### src/rtl/lever_frame_decoder_if.sv
// lever_frame_decoder_if: byte stream in, decoded lever channels and status out
interface lever_frame_decoder_if #(
    parameter int NUM_CH   = 2,
    parameter int CH_WIDTH = 16
);
    logic [7:0]                 byte_in;
    logic                       byte_valid;
    logic [NUM_CH*CH_WIDTH-1:0] al_bits;
    logic                       frame_ok;
    logic                       frame_err;
    logic                       timeout;
    logic                       link_ok;
    logic [7:0]                 err_count;
    logic [7:0]                 frame_count;
    logic [3:0]                 db_estado;

    modport master (
        output byte_in, byte_valid,
        input  al_bits, frame_ok, frame_err, timeout, link_ok, err_count, frame_count, db_estado
    );

    modport slave (
        input  byte_in, byte_valid,
        output al_bits, frame_ok, frame_err, timeout, link_ok, err_count, frame_count, db_estado
    );
endinterface

### src/rtl/lever_frame_decoder.sv
// lever_frame_decoder: sync-framed, XOR-checksummed multi-channel lever packet decoder
module lever_frame_decoder #(
    parameter int         NUM_CH         = 2,
    parameter int         CH_WIDTH       = 16,
    parameter logic [7:0] SYNC_BYTE      = 8'hA5,
    parameter int         TIMEOUT_CYCLES = 500000,
    parameter int         STALE_CYCLES   = 5000000,
    parameter bit         ZERO_ON_STALE  = 1'b1
) (
    input logic                  clock,
    input logic                  reset,
    lever_frame_decoder_if.slave bus
);
    localparam int BPC = CH_WIDTH / 8;
    localparam int NB  = NUM_CH * BPC;
    localparam int W   = NUM_CH * CH_WIDTH;
    localparam int IW  = $clog2(NB + 1);
    localparam int TW  = $clog2(TIMEOUT_CYCLES + 1);
    localparam int SW  = $clog2(STALE_CYCLES + 1);

    typedef enum logic [1:0] {IDLE = 2'd0, RECV = 2'd1, CHK = 2'd2} state_t;

    state_t        r_state, w_next;
    logic [IW-1:0] r_idx;
    logic [7:0]    r_acc;
    logic [W-1:0]  r_shadow, r_al;
    logic [TW-1:0] r_tcnt;
    logic [SW-1:0] r_scnt;
    logic          r_ok, r_err, r_to, r_link;
    logic [7:0]    r_ec, r_fc;
    logic          w_commit, w_bad, w_tout, w_stale;

    // Decode this cycle's events and pick the next state; a byte always beats a timeout
    always_comb begin
        w_next   = r_state;
        w_tout   = (r_state != IDLE) && !bus.byte_valid && (r_tcnt == TW'(TIMEOUT_CYCLES - 1));
        w_commit = (r_state == CHK) && bus.byte_valid && (bus.byte_in == r_acc);
        w_bad    = (r_state == CHK) && bus.byte_valid && (bus.byte_in != r_acc);
        w_stale  = !w_commit && (r_scnt >= SW'(STALE_CYCLES - 1));
        if (w_tout)
            w_next = IDLE;
        else if (bus.byte_valid)
            w_next = (r_state == IDLE) ? ((bus.byte_in == SYNC_BYTE) ? RECV : IDLE) :
                     (r_state == RECV) ? ((r_idx == IW'(NB - 1)) ? CHK : RECV) : IDLE;
    end

    // State register
    always_ff @(posedge clock) begin
        r_state <= reset ? IDLE : w_next;
    end

    // Frame assembly: payload bytes land in the shadow at their channel/byte slot, MSB byte first
    always_ff @(posedge clock) begin
        if (reset) begin
            r_idx    <= '0;
            r_acc    <= '0;
            r_shadow <= '0;
        end else if (bus.byte_valid && r_state == IDLE) begin
            r_idx <= '0;
            r_acc <= '0;
        end else if (bus.byte_valid && r_state == RECV) begin
            r_idx <= r_idx + 1'b1;
            r_acc <= r_acc ^ bus.byte_in;
            for (int j = 0; j < NB; j++)
                if (r_idx == IW'(j))
                    r_shadow[((j / BPC) * BPC + BPC - 1 - (j % BPC)) * 8 +: 8] <= bus.byte_in;
        end
    end

    // Inter-byte idle counter, only live while a frame is in progress
    always_ff @(posedge clock) begin
        r_tcnt <= (reset || r_state == IDLE || bus.byte_valid || w_tout) ? '0 : r_tcnt + 1'b1;
    end

    // Cycles since the last good frame, saturating at the stale threshold
    always_ff @(posedge clock) begin
        r_scnt <= (reset || w_commit) ? '0 : (r_scnt == SW'(STALE_CYCLES)) ? r_scnt : r_scnt + 1'b1;
    end

    // Channel outputs, link flag, event pulses and statistics
    always_ff @(posedge clock) begin
        if (reset) begin
            r_al   <= '0;
            r_link <= 1'b0;
            r_ok   <= 1'b0;
            r_err  <= 1'b0;
            r_to   <= 1'b0;
            r_ec   <= '0;
            r_fc   <= '0;
        end else begin
            r_al   <= w_commit ? r_shadow : (ZERO_ON_STALE && w_stale) ? '0 : r_al;
            r_link <= w_commit | (r_link & ~w_stale);
            r_ok   <= w_commit;
            r_err  <= w_bad;
            r_to   <= w_tout;
            r_ec   <= ((w_bad || w_tout) && r_ec != 8'hFF) ? r_ec + 1'b1 : r_ec;
            r_fc   <= r_fc + {7'd0, w_commit};
        end
    end

    assign bus.al_bits     = r_al;
    assign bus.frame_ok    = r_ok;
    assign bus.frame_err   = r_err;
    assign bus.timeout     = r_to;
    assign bus.link_ok     = r_link;
    assign bus.err_count   = r_ec;
    assign bus.frame_count = r_fc;
    assign bus.db_estado   = {2'b00, r_state};
endmodule
### src/flat_wrapper.sv
// flat-port wrapper written by rule: the top's interface ports become plain ports
module lever_frame_decoder_flat 
#(
    parameter int         NUM_CH         = 2,
    parameter int         CH_WIDTH       = 16,
    parameter logic [7:0] SYNC_BYTE      = 8'hA5,
    parameter int         TIMEOUT_CYCLES = 500000,
    parameter int         STALE_CYCLES   = 5000000,
    parameter bit         ZERO_ON_STALE  = 1'b1
)
  (clock, reset, bus_byte_in, bus_byte_valid, bus_al_bits, bus_frame_ok, bus_frame_err, bus_timeout, bus_link_ok, bus_err_count, bus_frame_count, bus_db_estado);
  lever_frame_decoder_if #(.NUM_CH(NUM_CH), .CH_WIDTH(CH_WIDTH)) bus_i ();
  input logic clock;
  input logic reset;
  input wire logic [$bits(bus_i.byte_in)-1:0] bus_byte_in;
  input wire logic [$bits(bus_i.byte_valid)-1:0] bus_byte_valid;
  output wire logic [$bits(bus_i.al_bits)-1:0] bus_al_bits;
  output wire logic [$bits(bus_i.frame_ok)-1:0] bus_frame_ok;
  output wire logic [$bits(bus_i.frame_err)-1:0] bus_frame_err;
  output wire logic [$bits(bus_i.timeout)-1:0] bus_timeout;
  output wire logic [$bits(bus_i.link_ok)-1:0] bus_link_ok;
  output wire logic [$bits(bus_i.err_count)-1:0] bus_err_count;
  output wire logic [$bits(bus_i.frame_count)-1:0] bus_frame_count;
  output wire logic [$bits(bus_i.db_estado)-1:0] bus_db_estado;
  assign bus_i.byte_in = bus_byte_in;
  assign bus_i.byte_valid = bus_byte_valid;
  assign bus_al_bits = bus_i.al_bits;
  assign bus_frame_ok = bus_i.frame_ok;
  assign bus_frame_err = bus_i.frame_err;
  assign bus_timeout = bus_i.timeout;
  assign bus_link_ok = bus_i.link_ok;
  assign bus_err_count = bus_i.err_count;
  assign bus_frame_count = bus_i.frame_count;
  assign bus_db_estado = bus_i.db_estado;
  lever_frame_decoder #(.NUM_CH(NUM_CH), .CH_WIDTH(CH_WIDTH), .SYNC_BYTE(SYNC_BYTE), .TIMEOUT_CYCLES(TIMEOUT_CYCLES), .STALE_CYCLES(STALE_CYCLES), .ZERO_ON_STALE(ZERO_ON_STALE)) u_core (.clock(clock), .reset(reset), .bus(bus_i));
endmodule
### config.mk
export PLATFORM = sky130hd
export DESIGN_NAME = lever_frame_decoder_flat
export DESIGN_NICKNAME = d
export VERILOG_FILES = /design/src/rtl/lever_frame_decoder_if.sv /design/src/rtl/lever_frame_decoder.sv /design/src/flat_wrapper.sv
export SDC_FILE = /design/constraint.sdc
export NUM_CORES = 1
export LEC_CHECK = 0
export ABC_AREA = 1
export BUFFER_PORTS_ARGS = -buffer_cell sky130_fd_sc_hd__buf_2
export CAP_MARGIN = 20
export CORE_ASPECT_RATIO = 1.25
export CORE_MARGIN = 1
export CORE_UTILIZATION = 56
export DETAILED_ROUTE_END_ITERATION = 8
export PLACE_DENSITY = 0.77
export RECOVER_POWER = 25
export SETUP_SLACK_MARGIN = 0.05
export SLEW_MARGIN = 5
export SYNTH_ARGS = -nofsm -noshare
export SYNTH_HDL_FRONTEND = slang
export SYNTH_SLANG_ARGS = --single-unit
### constraint.sdc
create_clock -name clock -period 5.65 [get_ports clock]
set_clock_uncertainty 0.15 [all_clocks]
set_input_delay 0.565 -clock clock [delete_from_list [all_inputs] [get_ports clock]]
set_output_delay 0.565 -clock clock [all_outputs]
set_load 0.005 [all_outputs]
==> run metrics <==
status=complete, no violations; hpwl dp=8.93 mm; total CTS buffers=17; total track usage=25.1%; Initial DRT Pass Iterations=5; worst-path fanout max=40; TritonCTS clock tree=yes; final count of pins violating max slew=0; CTS Hold Bufs=0; crit path capture type=flop; Final min period=2.65 ns; first-pass GRT wire length=22.0 mm; Tcrit/Tclk final=46.9%; Root Buffer=clkbuf_16; CP Data Required Time=roughly 5.9 ns; cells after synthesis=around 790; total power draw=2.14 mW; RSZ-0062 raised after global routing=no; sequential share of the synthesized area=between 40% and 50%; H-tree depth=4; Post-Route WL=13.1 mm; Leak Pwr=approximately 2.9 nW; routability cong.=around 0.83; slowest CP cell=inv_1; total number of vias=between 5000 and 6000; DIE WIDTH=~95 um; Sw Share=20.1%; chip height=approximately 120 um; Final Hold Viols=0; vias in the first global route=4867; Least-Margin Pin Slew=between 0.9 and 1 ns; GR Layer Usage met1=30.4%; postcts setup bufs=0; Post-DRT Antenna Nets=0; initial antenna violation count=0; VDD IR-drop max=0.202 mV; post_cts resized=0; Placement Cell Area=6290 sq um; Clock power frac=between 50% and 60%; final net count=869; met2 Resource Use GR=42.1%; vias per cell=5.37; met3 usage=6.14%; crit start category=input port; CTS clock-pin slew for the worst setup and hold paths=0.06 ns; synth unique cells=35; wire per inst=13.2 um; synthesized cell area=6000 sq um; Fill cells=roughly 880; Max clock buf depth=2; layout cells sized above 1=12.9%; clock sink total=139; Highest Clock Rate=377 MHz; Setup TNS=0 ns; drc violations=0; post-route cell area=between 6000 and 7000 sq um; synth-to-layout area growth=14.4%; Seq pwr share=a little under half; WP data arrival=2.85 ns; Rows=41; top-area cell type share of the netlist area=46.3%; Mean Syn Cell Area=7.59 sq um; Synth area leaders=dfxtp_1, nand2_1, a21oi_1, nand3_1, inv_1; internal power=1.71 mW; Ports=67; slowest stage delay, CP=0.76 ns; Most Crowded Layer GR=met2; CP Cell Sequence=buf_2, inv_1, nand2_4, inv_2, o21ai_0, a21oi_1; initial detailed-routing violation count=342; Core Area=10300 sq um; HP Class=reg -> reg; Yosys top cell by area=dfxtp_1; Die ar.=about 11000 sq um; port bufs=between 60 and 70; Synth warnings=0; n_diodes=0; PwrDens=between 300 and 400 nW/um^2; Max Cap Viol=0; Logic pwr share=2.0%; Setup Crit Path Kind=in -> reg; Setup-failing EPs final=0; largest net degree at the start of global routing=41; switching power total=around 0.43 mW; family with the most delay on the worst path=buffers and inverters; clk_lat worst skew=approximately 0.42 ns; normalized max-slew margin=between 30% and 40%; Overflow after GRT=0; Critical path buffers and inverters=3; flops & latches, synth=approximately 140; effective utilization at floorplan=58.5%
-- cell families (layout without fill, tap and decap cells) --
logic type      Yosys count  count (layout)  synth area share (%)
simple gates            391             391                  29.5
flops                   139             139                  46.3
compound gates          124             124                  10.6
buf+inv                 103             171                  7.96
xor+xnor                 22              22                  3.21
fa+ha+maj                11              11                  2.29
other cells               1               2                0.0625
-- routing by layer --
metal,wire length (um),share of wire [%]
met5,0,0
met4,247,1.9
met3,719,5.5
met2,6520,50
met1,5590,43
-- final cells by class --
| type | count | area, sq um | area share [%] |
|---|---|---|---|
| clock inverter | 6 | 82.6 | 1.20 |
| timing repair buffer | 64 | 297 | 4.32 |
| multi-input combinational | 550 | 2740 | 39.9 |
| tap | 129 | 161 | 2.35 |
| inverter | 75 | 282 | 4.10 |
| sequential | 139 | 2780 | 40.5 |
| clock buffer | 26 | 519 | 7.56 |
-- worst min-delay path, stage by stage, from the launching register on --
cell	delay (ns)
dfxtp_1	0.31
nand2_1	0.06
nand2_1	0.04
-- metrics by stage --
| stage | std cells | setup slack, ns | hold slack (ns) | utilization, % |
|---|---|---|---|---|
| 2_1_floorplan | 792 | 3.46 | 0.268 | - |
| 3_3_place_gp | 957 | 2.69 | 0.278 | 61.3 |
| 3_5_place_dp | 957 | 2.60 | 0.293 | 61.3 |
| 4_1_cts | 989 | 3.02 | 0.303 | 67.2 |
| 5_1_grt | 989 | 2.70 | 0.318 | 66.9 |
| 6_report | 989 | 3.00 | 0.301 | 66.9 |
-- synth_stat cells (all sizes together) --
cell type	n
nor2	67
a211oi	1
a31oi	1
nor3b	1
nand3	83
nor3	17
ha	11
nand4	13
xnor2	4
o21ai	40
dfxtp	139
inv	75
nor4	2
xor2	18
or2	4
o21a	5
nand2	204
buf	19
clkbuf	9
a21oi	77
conb	1
-- state kept, by name (all words and copies together) (netlist names) --
register	cells
u_core.bus.al_bits	32
u_core.r_shadow	32
u_core.r_scnt	23
u_core.r_tcnt	19
u_core.bus.err_count	8
u_core.bus.frame_count	8
u_core.r_acc	8
u_core.r_idx	3
u_core.r_state	2
u_core.bus.frame_err	1
u_core.bus.frame_ok	1
u_core.bus.link_ok	1
u_core.bus.timeout	1
-- power by group through the flow --
stage | Combinational, mW | Clock [mW] | Sequential (mW)
floorplan | 0.0318 | 0 | 1.01
global placement | 0.0419 | 0 | 1.01
detailed placement | 0.0431 | 0 | 1.01
CTS | 0.0434 | 1.13 | 0.984
global route | 0.0488 | 1.17 | 0.984
finish | 0.0436 | 1.11 | 0.985
-- placed cells by master, fill, tap and decap left out, types with 3 or more instances in the layout --
cell type and count:
nand2_1 200, nand3_1 74, clkbuf_16 17, clkinv_2 3
nor3_1 14, o21ai_1 4, ha_1 11, buf_2 45
o21a_1 5, nand4_1 11, o21ai_0 36, xor2_1 18
inv_1 67, dfxtp_1 139, clkbuf_8 6, inv_2 8
or2_2 3, a21oi_1 77, nand2_2 3, nor2_2 6
nor2_1 59, xnor2_1 4, clkbuf_1 22, nand3_2 9
-- path summary, 6_finish.rpt --
kind	from	cells past startpoint	slack (ns)	endpoint
max reg2reg	u_core.r_state[0]	5	3.32	u_core.r_shadow[18]
max	reset	6	3.00	u_core.r_scnt[9]
min reg2reg	u_core.r_shadow[11]	2	0.30	u_core.bus.al_bits[11]
min	u_core.r_shadow[11]	2	0.30	u_core.bus.al_bits[11]
Power figures use the tool's default switching activity.
